`src/rtl/lsu_mem_arbiter.sv`:
```
// Arbitrates one data-memory port between load-queue requests and store-buffer drain.
// Holds at most one transaction in flight. A load killed by flush completes silently.
module lsu_mem_arbiter #(
  parameter int unsigned ADDR_WIDTH   = 32,
  parameter int unsigned DATA_WIDTH   = 32,
  parameter int unsigned ROB_WIDTH    = 5,
  parameter int unsigned PHY_WIDTH    = 6,
  parameter int unsigned STARVE_LIMIT = 4
) (
  input  logic                  clk,
  input  logic                  rst_n,
  input  logic                  ld_req_valid,
  output logic                  ld_req_ready,
  input  logic [ADDR_WIDTH-1:0] ld_req_addr,
  input  logic [2:0]            ld_req_funct3,
  input  logic [ROB_WIDTH-1:0]  ld_req_rob_id,
  input  logic [PHY_WIDTH-1:0]  ld_req_rd_phy,
  input  logic                  st_req_valid,
  output logic                  st_req_ready,
  input  logic [ADDR_WIDTH-1:0] st_req_addr,
  input  logic [DATA_WIDTH-1:0] st_req_data,
  input  logic [2:0]            st_req_funct3,
  input  logic                  st_almost_full,
  input  logic                  flush,
  output logic                  mem_req_valid,
  input  logic                  mem_req_ready,
  output logic                  mem_req_we,
  output logic [ADDR_WIDTH-1:0] mem_req_addr,
  output logic [DATA_WIDTH-1:0] mem_req_wdata,
  output logic [2:0]            mem_req_funct3,
  input  logic                  mem_resp_valid,
  input  logic [DATA_WIDTH-1:0] mem_resp_rdata,
  output logic                  ld_resp_valid,
  output logic [DATA_WIDTH-1:0] ld_resp_data,
  output logic [ROB_WIDTH-1:0]  ld_resp_rob_id,
  output logic [PHY_WIDTH-1:0]  ld_resp_rd_phy,
  output logic                  busy
);

  localparam int unsigned CNT_WIDTH = $clog2(STARVE_LIMIT + 1);
  localparam logic [CNT_WIDTH-1:0] CNT_MAX = CNT_WIDTH'(STARVE_LIMIT);

  typedef enum logic [1:0] {StIdle, StReq, StWaitResp} state_e;

  state_e                r_state, w_state_d;
  logic [CNT_WIDTH-1:0]  r_starve_cnt, w_starve_cnt_d;
  logic                  r_kill, w_kill_d;
  logic                  r_we;
  logic [ADDR_WIDTH-1:0] r_addr;
  logic [DATA_WIDTH-1:0] r_wdata;
  logic [2:0]            r_funct3;
  logic [ROB_WIDTH-1:0]  r_rob_id;
  logic [PHY_WIDTH-1:0]  r_rd_phy;
  logic                  r_resp_valid;
  logic [DATA_WIDTH-1:0] r_resp_data;
  logic [ROB_WIDTH-1:0]  r_resp_rob_id;
  logic [PHY_WIDTH-1:0]  r_resp_rd_phy;

  logic w_idle, w_in_req, w_st_pri, w_ld_grant, w_st_grant, w_resp_fire;

  assign w_idle      = (r_state == StIdle);
  assign w_in_req    = (r_state == StReq);
  // Store wins outright when the buffer is nearly full or loads have starved it.
  assign w_st_pri    = st_req_valid && (st_almost_full || (r_starve_cnt == CNT_MAX));
  assign w_ld_grant  = w_idle && !w_st_pri && ld_req_valid && !flush;
  assign w_st_grant  = w_idle && st_req_valid && !w_ld_grant;
  assign w_resp_fire = (r_state == StWaitResp) && mem_resp_valid;

  always_comb begin
    w_state_d = r_state;
    unique case (r_state)
      StIdle:     if (w_ld_grant || w_st_grant) w_state_d = StReq;
      StReq:      if (mem_req_ready) w_state_d = r_we ? StIdle : StWaitResp;
      StWaitResp: if (mem_resp_valid) w_state_d = StIdle;
      default:    w_state_d = StIdle;
    endcase
  end

  always_comb begin
    w_kill_d = r_kill;
    if (w_state_d == StIdle) begin
      w_kill_d = 1'b0;
    end else if (flush && !w_idle && !r_we) begin
      w_kill_d = 1'b1;
    end
  end

  always_comb begin
    w_starve_cnt_d = r_starve_cnt;
    if (w_st_grant) begin
      w_starve_cnt_d = '0;
    end else if (w_ld_grant && st_req_valid && (r_starve_cnt != CNT_MAX)) begin
      w_starve_cnt_d = r_starve_cnt + CNT_WIDTH'(1);
    end
  end

  always_ff @(posedge clk or negedge rst_n) begin
    if (!rst_n) begin
      r_state       <= StIdle;
      r_starve_cnt  <= '0;
      r_kill        <= 1'b0;
      r_we          <= 1'b0;
      r_addr        <= '0;
      r_wdata       <= '0;
      r_funct3      <= '0;
      r_rob_id      <= '0;
      r_rd_phy      <= '0;
      r_resp_valid  <= 1'b0;
      r_resp_data   <= '0;
      r_resp_rob_id <= '0;
      r_resp_rd_phy <= '0;
    end else begin
      r_state      <= w_state_d;
      r_starve_cnt <= w_starve_cnt_d;
      r_kill       <= w_kill_d;
      if (w_ld_grant) begin
        r_we     <= 1'b0;
        r_addr   <= ld_req_addr;
        r_wdata  <= '0;
        r_funct3 <= ld_req_funct3;
        r_rob_id <= ld_req_rob_id;
        r_rd_phy <= ld_req_rd_phy;
      end else if (w_st_grant) begin
        r_we     <= 1'b1;
        r_addr   <= st_req_addr;
        r_wdata  <= st_req_data;
        r_funct3 <= st_req_funct3;
      end
      // A flush arriving with the response still kills the writeback.
      r_resp_valid <= w_resp_fire && !r_kill && !flush;
      if (w_resp_fire) begin
        r_resp_data   <= mem_resp_rdata;
        r_resp_rob_id <= r_rob_id;
        r_resp_rd_phy <= r_rd_phy;
      end
    end
  end

  // Ready is masked by rst_n so nothing is accepted while reset is held.
  assign ld_req_ready   = w_ld_grant && rst_n;
  assign st_req_ready   = w_st_grant && rst_n;
  assign mem_req_valid  = w_in_req;
  assign mem_req_we     = w_in_req && r_we;
  assign mem_req_addr   = w_in_req ? r_addr : '0;
  assign mem_req_wdata  = w_in_req ? r_wdata : '0;
  assign mem_req_funct3 = w_in_req ? r_funct3 : '0;
  assign ld_resp_valid  = r_resp_valid;
  assign ld_resp_data   = r_resp_data;
  assign ld_resp_rob_id = r_resp_rob_id;
  assign ld_resp_rd_phy = r_resp_rd_phy;
  assign busy           = !w_idle;

endmodule

```
`config.mk`:
```
export PLATFORM = sky130hd
export DESIGN_NAME = lsu_mem_arbiter
export DESIGN_NICKNAME = d
export VERILOG_FILES = /design/src/rtl/lsu_mem_arbiter.sv
export SDC_FILE = /design/constraint.sdc
export NUM_CORES = 1
export LEC_CHECK = 0
export CAP_MARGIN = 20
export CORE_ASPECT_RATIO = 1.75
export CORE_MARGIN = 3
export CORE_UTILIZATION = 41
export CTS_CLUSTER_DIAMETER = 60
export DETAILED_ROUTE_END_ITERATION = 10
export GPL_TIMING_DRIVEN = 0
export HOLD_SLACK_MARGIN = 0.08
export MAX_ROUTING_LAYER = met4
export PLACE_DENSITY = 0.8
export SYNTH_ARGS = -nofsm -noshare
export SYNTH_HDL_FRONTEND = slang
export SYNTH_SLANG_ARGS = --single-unit
```
`constraint.sdc`:
```
create_clock -name clk -period 2.5 [get_ports clk]
set_input_delay 0.25 -clock clk [delete_from_list [all_inputs] [get_ports clk]]
set_output_delay 0.25 -clock clk [all_outputs]
set_load 0.1 [all_outputs]
```
==> impl_metrics.py, run 1 <==
metrics = {
    "status": {
        "outcome": "complete, no violations",
    },
    "routing": {
        "wl_met3_microns": 1067,
        "wl_met1_microns": 6444,
        "drc_errors": 0,
        "routed_wirelength_microns": 18490,
        "drt_iter0_markers": 181,
        "ant_nets": 0,
        "vias": 4842,
        "avgRoutedWirePerCell_microns": 20.25,
        "wl_met2_microns": 10260,
        "top_layer": "met4",
        "viasPerCell": 5.303,
        "first_pass_iters": 7,
    },
    "finish": {
        "drive_gt1_share_pct": 26.73,
        "mostFrequentLayoutCells": "clkdlybuf4s50_1, dfrtp_1, and2_1",
        "fin_nets": 879,
        "layout_commonest_cell": "clkdlybuf4s50_1",
        "synthToLayoutAreaGrowth_pct": 59.15,
    },
    "cts": {
        "cts_num_sinks": 129,
        "cts_max_level": 4,
        "path_clk_slew_ns": 0.06,
        "cts_tree": "yes",
        "cts_buffers": 17,
        "clockBufferDepth": 2,
        "clk_latency_ns": 0.41,
        "cts-root-buf": "clkbuf_16",
    },
    "setup_path": {
        "path_buf_inv": 4,
        "max_stage_delay_ns": 0.35,
        "cp_cell_sequence": "inv_1, ha_2, a21o_1, buf_6, a211oi_4, buf_6, and2_4, buf_12",
        "regToRegStartpoint": "r_starve_cnt[1]",
        "r2r_cells": 8,
        "timing.critical_path.arrival_ns": 2.15,
        "timing.rr.end": "r_rob_id[4]",
        "r2r_slack_ns": 0.41,
        "cp-start-kind": "flop",
        "crit_top_cell": "buf_6",
        "cp.required_ns": 2.25,
        "startpoint": "r_starve_cnt[1]",
        "crit_family": "buffers and inverters",
        "path_max_fanout": 11,
        "crit_path_end_kind": "output port",
        "cp_num_cells": 8,
        "worstSetupEndpoint": "ld_req_ready",
        "crit_type": "reg -> out",
        "critPathSlowestCell": "dfrtp_1",
    },
    "logic_synthesis": {
        "synth_seq_cells": 129,
        "syn_nets": 584,
        "yosys-top-cells-area": "dfrtp_1, mux2_2, and2_1, a221o_1, o211a_1",
        "synth_cells": 429,
        "synth_top_area_share_pct": 56.52,
        "synth_async_sr_flop_share_pct": 100.0,
        "netlist_area_sq_um": 5712,
        "synth_edf_count": 0,
        "synthFlopType": "dfrtp_1",
        "avgSynthCellArea_sq_um": 13.31,
        "ys_types": 32,
        "yosysWarnings": 0,
        "yosysTopAreaCell": "dfrtp_1",
        "ys_seq_area_share_pct": 56.52,
    },
    "die": {
        "row_count": 56,
        "die_area_sq_um": 15440,
        "die_h_microns": 162.1,
        "initial_utilization_pct": 42.24,
        "ios": 269,
        "core-area_sq_um": 13520,
        "die_w_microns": 95.22,
    },
    "placement": {
        "dp_hpwl_microns": 13790,
        "port_buffers": 268,
        "gp_congestion": 0.8399,
        "dp_slack_ns": -0.8497,
    },
    "sta": {
        "slew_viol_final": 0,
        "fmax_ghz": 0.4162,
        "final_hold_viol_count": 0,
        "relSlewSlack_pct": 30.27,
        "tightest_slew_ns": 1.043,
        "setup_viol": 0,
        "worst_clock_skew_ns": 0.008063,
        "setup_ws_ns": 0.09756,
        "period_minus_slack_ns": 2.402,
        "min_period_over_period_pct": 96.10,
    },
    "job": {
        "cap_viol_max_count": 0,
    },
    "min_path": {
        "worstHoldPathType": "in -> async",
    },
    "grt": {
        "grt_pass1_vias": 5257,
        "grt_usage_pct": 24.47,
        "antenna_found_initial": 2,
        "overflow": 0,
        "grt_max_degree": 69,
        "grt_pass1_wl_microns": 27620,
    },
}
==> kinds of logic (layout without fill, tap and decap cells) <==
| kind of cell | after synthesis | in the layout | synth area share, % |
|---|---|---|---|
| multiplexers | 54 | 54 | 10.65 |
| buffers and inverters | 43 | 351 | 3.899 |
| AO/OA/AOI/OAI | 115 | 115 | 19.01 |
| adder cells (fa/ha/maj) | 2 | 2 | 0.4380 |
| other | 0 | 2 | 0 |
| flip-flops | 129 | 129 | 56.52 |
| AND/OR/NAND/NOR | 86 | 86 | 9.485 |
==> worst min-delay path by stage <==
stage / cells after the start / end / slack [ns]
after floorplan: 0 / ld_resp_data[0] / -0.05
after global placement: 1 / ld_resp_valid / 0.44
after detailed placement: 1 / ld_resp_data[22] / 0.28
after CTS: 3 / ld_resp_data[22] / 0.44
after global routing: 3 / ld_resp_data[22] / 0.44
final: 3 / ld_resp_data[23] / 0.41
==> synth_stat cells (all sizes together) (3+ instances only) <==
cell,count
a21oi,4
a221o,35
a22o,32
and2,70
buf,22
clkbuf,16
dfrtp,129
inv,5
mux2,54
nand2,3
o211a,35
==> what timing repair did <==
item                       CTS  global route
pin swaps                    1             1
setup buffers                2             4
hold buffers                 2             0
resized for setup          381            16
setup endpoints to repair   71            64
hold endpoints to repair    62             0
==> flip-flops by register name, indices dropped and copies added (netlist names) <==
| signal | flops |
|---|---|
| r_rd_phy | 6 |
| r_funct3 | 3 |
| r_state | 2 |
| ld_resp_rd_phy | 6 |
| ld_resp_valid | 1 |
| r_kill | 1 |
| r_we | 1 |
| ld_resp_data | 32 |
| r_rob_id | 5 |
| r_starve_cnt | 3 |
| ld_resp_rob_id | 5 |
| r_addr | 32 |
| r_wdata | 32 |
==> per-stage QoR <==
step	TNS [ns]	hold slack, ns	util, %	cell area (sq um)	instances
final	0	0.4121	67.22	9090	913
after global routing	-0.003204	0.4359	67.22	9090	913
after CTS	-0.01258	0.4355	66.76	9027	908
after detailed placement	-30.51	0.2780	63.91	8642	872
after global placement	-508.75	0.4408	63.69	8613	871
after floorplan	0	-0.04559	-	5713	429
==> cell type report <==
class | count | area, sq um
Multi-Input combinational cell | 257 | 2276
Clock buffer | 18 | 429.2
Tap cell | 174 | 217.7
Timing Repair Buffer | 277 | 2537
Antenna cell | 2 | 5.005
Inverter | 5 | 18.77
Buffer | 37 | 198.9
Clock inverter | 14 | 178.9
Sequential cell | 129 | 3228
Fill cell | 1012 | 4433
==> worst register-to-register path, cell delays in order, from the launching register on <==
cell      delay, ns
dfrtp_1        0.35
inv_1          0.07
ha_2           0.17
a21o_1         0.16
buf_6          0.14
a211oi_4       0.32
buf_6          0.21
buf_4          0.21
mux2_2         0.35
==> metal layers <==
layer | global-route usage, % | vias up
li1 | - | 2192
met1 | 25.28 | 2393
met2 | 43.44 | 211
met3 | 4.727 | 46
met4 | 11.63 | 0
met5 | - | -
Power of run 1 is not shown: default switching activity piles up to over one toggle a cycle in this logic, so the estimate is an artifact.
==> run 2, diff against run 1 <==
CORE_MARGIN = 10   (was 3)
MAX_ROUTING_LAYER = default   (was met4)
==> run 2 against run 1 <==
Via count down 0.37%; cell count up 0.33%; critical path depth fell by 1; critical path type unchanged; largest cell class unchanged.
==> impl_metrics.py, run 2 (synthesis gave the netlist of run 1 again) <==
metrics = {
    "status": {
        "outcome": "complete, no violations",
    },
    "grt": {
        "overflow": 0,
        "grt_pass1_wl_microns": 30680,
        "grt_usage_pct": 20.87,
        "antenna_found_initial": 2,
        "grt_max_degree": 102,
        "grt_use_met1_pct": 20.71,
        "top_usage_layer": "met2",
        "grt_pass1_vias": 5402,
        "grt_util_met2_pct": 38.10,
        "gr-usage-met3_pct": 5.915,
    },
    "placement": {
        "dp_hpwl_microns": 15600,
        "port_buffers": 268,
        "dp.cells": 875,
        "gp_congestion": 0.8522,
    },
    "routing": {
        "ant_nets": 0,
        "routed_wirelength_microns": 20320,
        "avgRoutedWirePerCell_microns": 22.19,
        "viasPerCell": 5.266,
        "first_pass_iters": 4,
        "vias": 4824,
        "drc_errors": 0,
        "drt_iter0_markers": 194,
    },
    "die": {
        "die_area_sq_um": 19240,
        "core-area_sq_um": 13760,
        "die_h_microns": 176.1,
        "row_count": 57,
        "initial_utilization_pct": 41.50,
        "ios": 269,
        "die_w_microns": 109.2,
    },
    "finish": {
        "multiInputGateArea_sq_um": 2276,
        "layout_commonest_cell": "clkdlybuf4s50_1",
        "drive_gt1_share_pct": 26.73,
        "fin_nets": 879,
        "post-route-util_pct": 66.62,
        "fin_cells": 916,
        "seqCellArea_sq_um": 3228,
        "synthToLayoutAreaGrowth_pct": 60.55,
        "num-fill-cells": 1065,
        "mostFrequentLayoutCells": "clkdlybuf4s50_1, dfrtp_1, and2_1",
    },
    "sta": {
        "rsz0062_at_grt": "no",
        "fmax_ghz": 0.4171,
        "slew_viol_final": 0,
        "tightest_slew_ns": 1.030,
        "min_period_over_period_pct": 95.91,
        "worst_clock_skew_ns": 0.008214,
        "final_hold_viol_count": 0,
        "tns_ns": 0,
        "setup_viol": 0,
        "period_minus_slack_ns": 2.398,
        "relSlewSlack_pct": 31.14,
    },
    "cts": {
        "cts_buffers": 17,
        "cts_tree": "yes",
        "clockBufferDepth": 2,
        "cts_max_level": 4,
        "cts_num_sinks": 129,
        "path_clk_slew_ns": 0.06,
        "clk_latency_ns": 0.41,
        "cts-root-buf": "clkbuf_16",
    },
    "setup_path": {
        "critPathSlowestCell": "dfrtp_1",
        "crit_type": "reg -> out",
        "r2r_slack_ns": 0.34,
        "cp_cell_sequence": "inv_1, ha_2, a21oi_1, a21oi_4, buf_4, and2_1, buf_6",
        "timing.rr.end": "r_rd_phy[5]",
        "r2r_cells": 9,
        "crit_family": "compound AO/OA/AOI/OAI gates",
        "max_stage_delay_ns": 0.40,
        "cp.required_ns": 2.25,
        "regToRegStartpoint": "r_starve_cnt[0]",
        "path_max_fanout": 10,
        "cp-start-kind": "flop",
        "crit_path_end_kind": "output port",
        "path_buf_inv": 3,
        "timing.critical_path.arrival_ns": 2.15,
    },
    "job": {
        "cap_viol_max_count": 0,
    },
    "min_path": {
        "worstHoldPathType": "in -> async",
    },
}
==> run 2: cell count changes in the layout (fill, tap and decap cells not counted), sizes merged <==
cell,change
clkinvlp,+1
clkbuf,+1
clkinv,-2
==> run 2: per-layer routing <==
metal  vias to the layer above  wire length, microns
met5                         -                     0
met4                         0                   824
met3                        43                  1293
met2                       195                 11130
met1                      2394                  7074
li1                       2192                     -
==> run 2: per-stage QoR <==
| step | cell area (sq um) | setup slack, ns | hold WS, ns |
|---|---|---|---|
| finish | 9170 | 0.1023 | 0.2882 |
| global route | 9168 | 0.02283 | 0.2975 |
| CTS | 9099 | 0.006573 | 0.2725 |
| detailed placement | 8646 | -0.8174 | 0.1551 |
| global placement | 8617 | -4.257 | 0.4419 |
| floorplan | 5713 | 0.04279 | -0.04559 |
==> run 2: how the worst max path moves through the flow <==
| stage | from | cells past startpoint | end | slack, ns |
|---|---|---|---|---|
| after CTS | r_state[0] | 5 | st_req_ready | 0.007 |
| final | r_starve_cnt[0] | 7 | st_req_ready | 0.10 |
| after global routing | r_starve_cnt[0] | 8 | ld_req_ready | 0.02 |
| after floorplan | r_starve_cnt[0] | 8 | ld_req_ready | 0.04 |
| after global placement | rst_n | 3 | ld_req_ready | -4.26 |
| after detailed placement | flush | 8 | ld_req_ready | -0.82 |
==> run 2: area by class of cell <==
class                   count  share of cell area (%)
well taps                 177                   2.415
inverters                   5                  0.2047
flip-flops and latches    129                   35.20
clock inverters            13                   1.924
clock buffers              19                   4.830
multi-input cells         257                   24.82
repair buffers            277                   28.38
plain buffers              37                   2.169
diodes                      2                 0.05458
==> run 2: worst register-to-register path: stages (launching register included) <==
cell and delay (ns):
dfrtp_1 0.40, inv_1 0.06, ha_2 0.18, a21o_1 0.17, buf_6 0.15, a211oi_4 0.29, buf_6 0.16, buf_4 0.10
buf_4 0.18, mux2_2 0.36
==> run 2: repair_timing <==
| action | in CTS | in global routing |
|---|---|---|
| pin swaps | 1 | 1 |
| buffers inserted | 2 | 5 |
| hold buffers | 1 | 0 |
| resized for setup | 414 | 18 |
| hold endpoints to repair | 30 | 0 |
| setup endpoints to repair | 72 | 60 |
Power of run 2 is left out for the same reason.
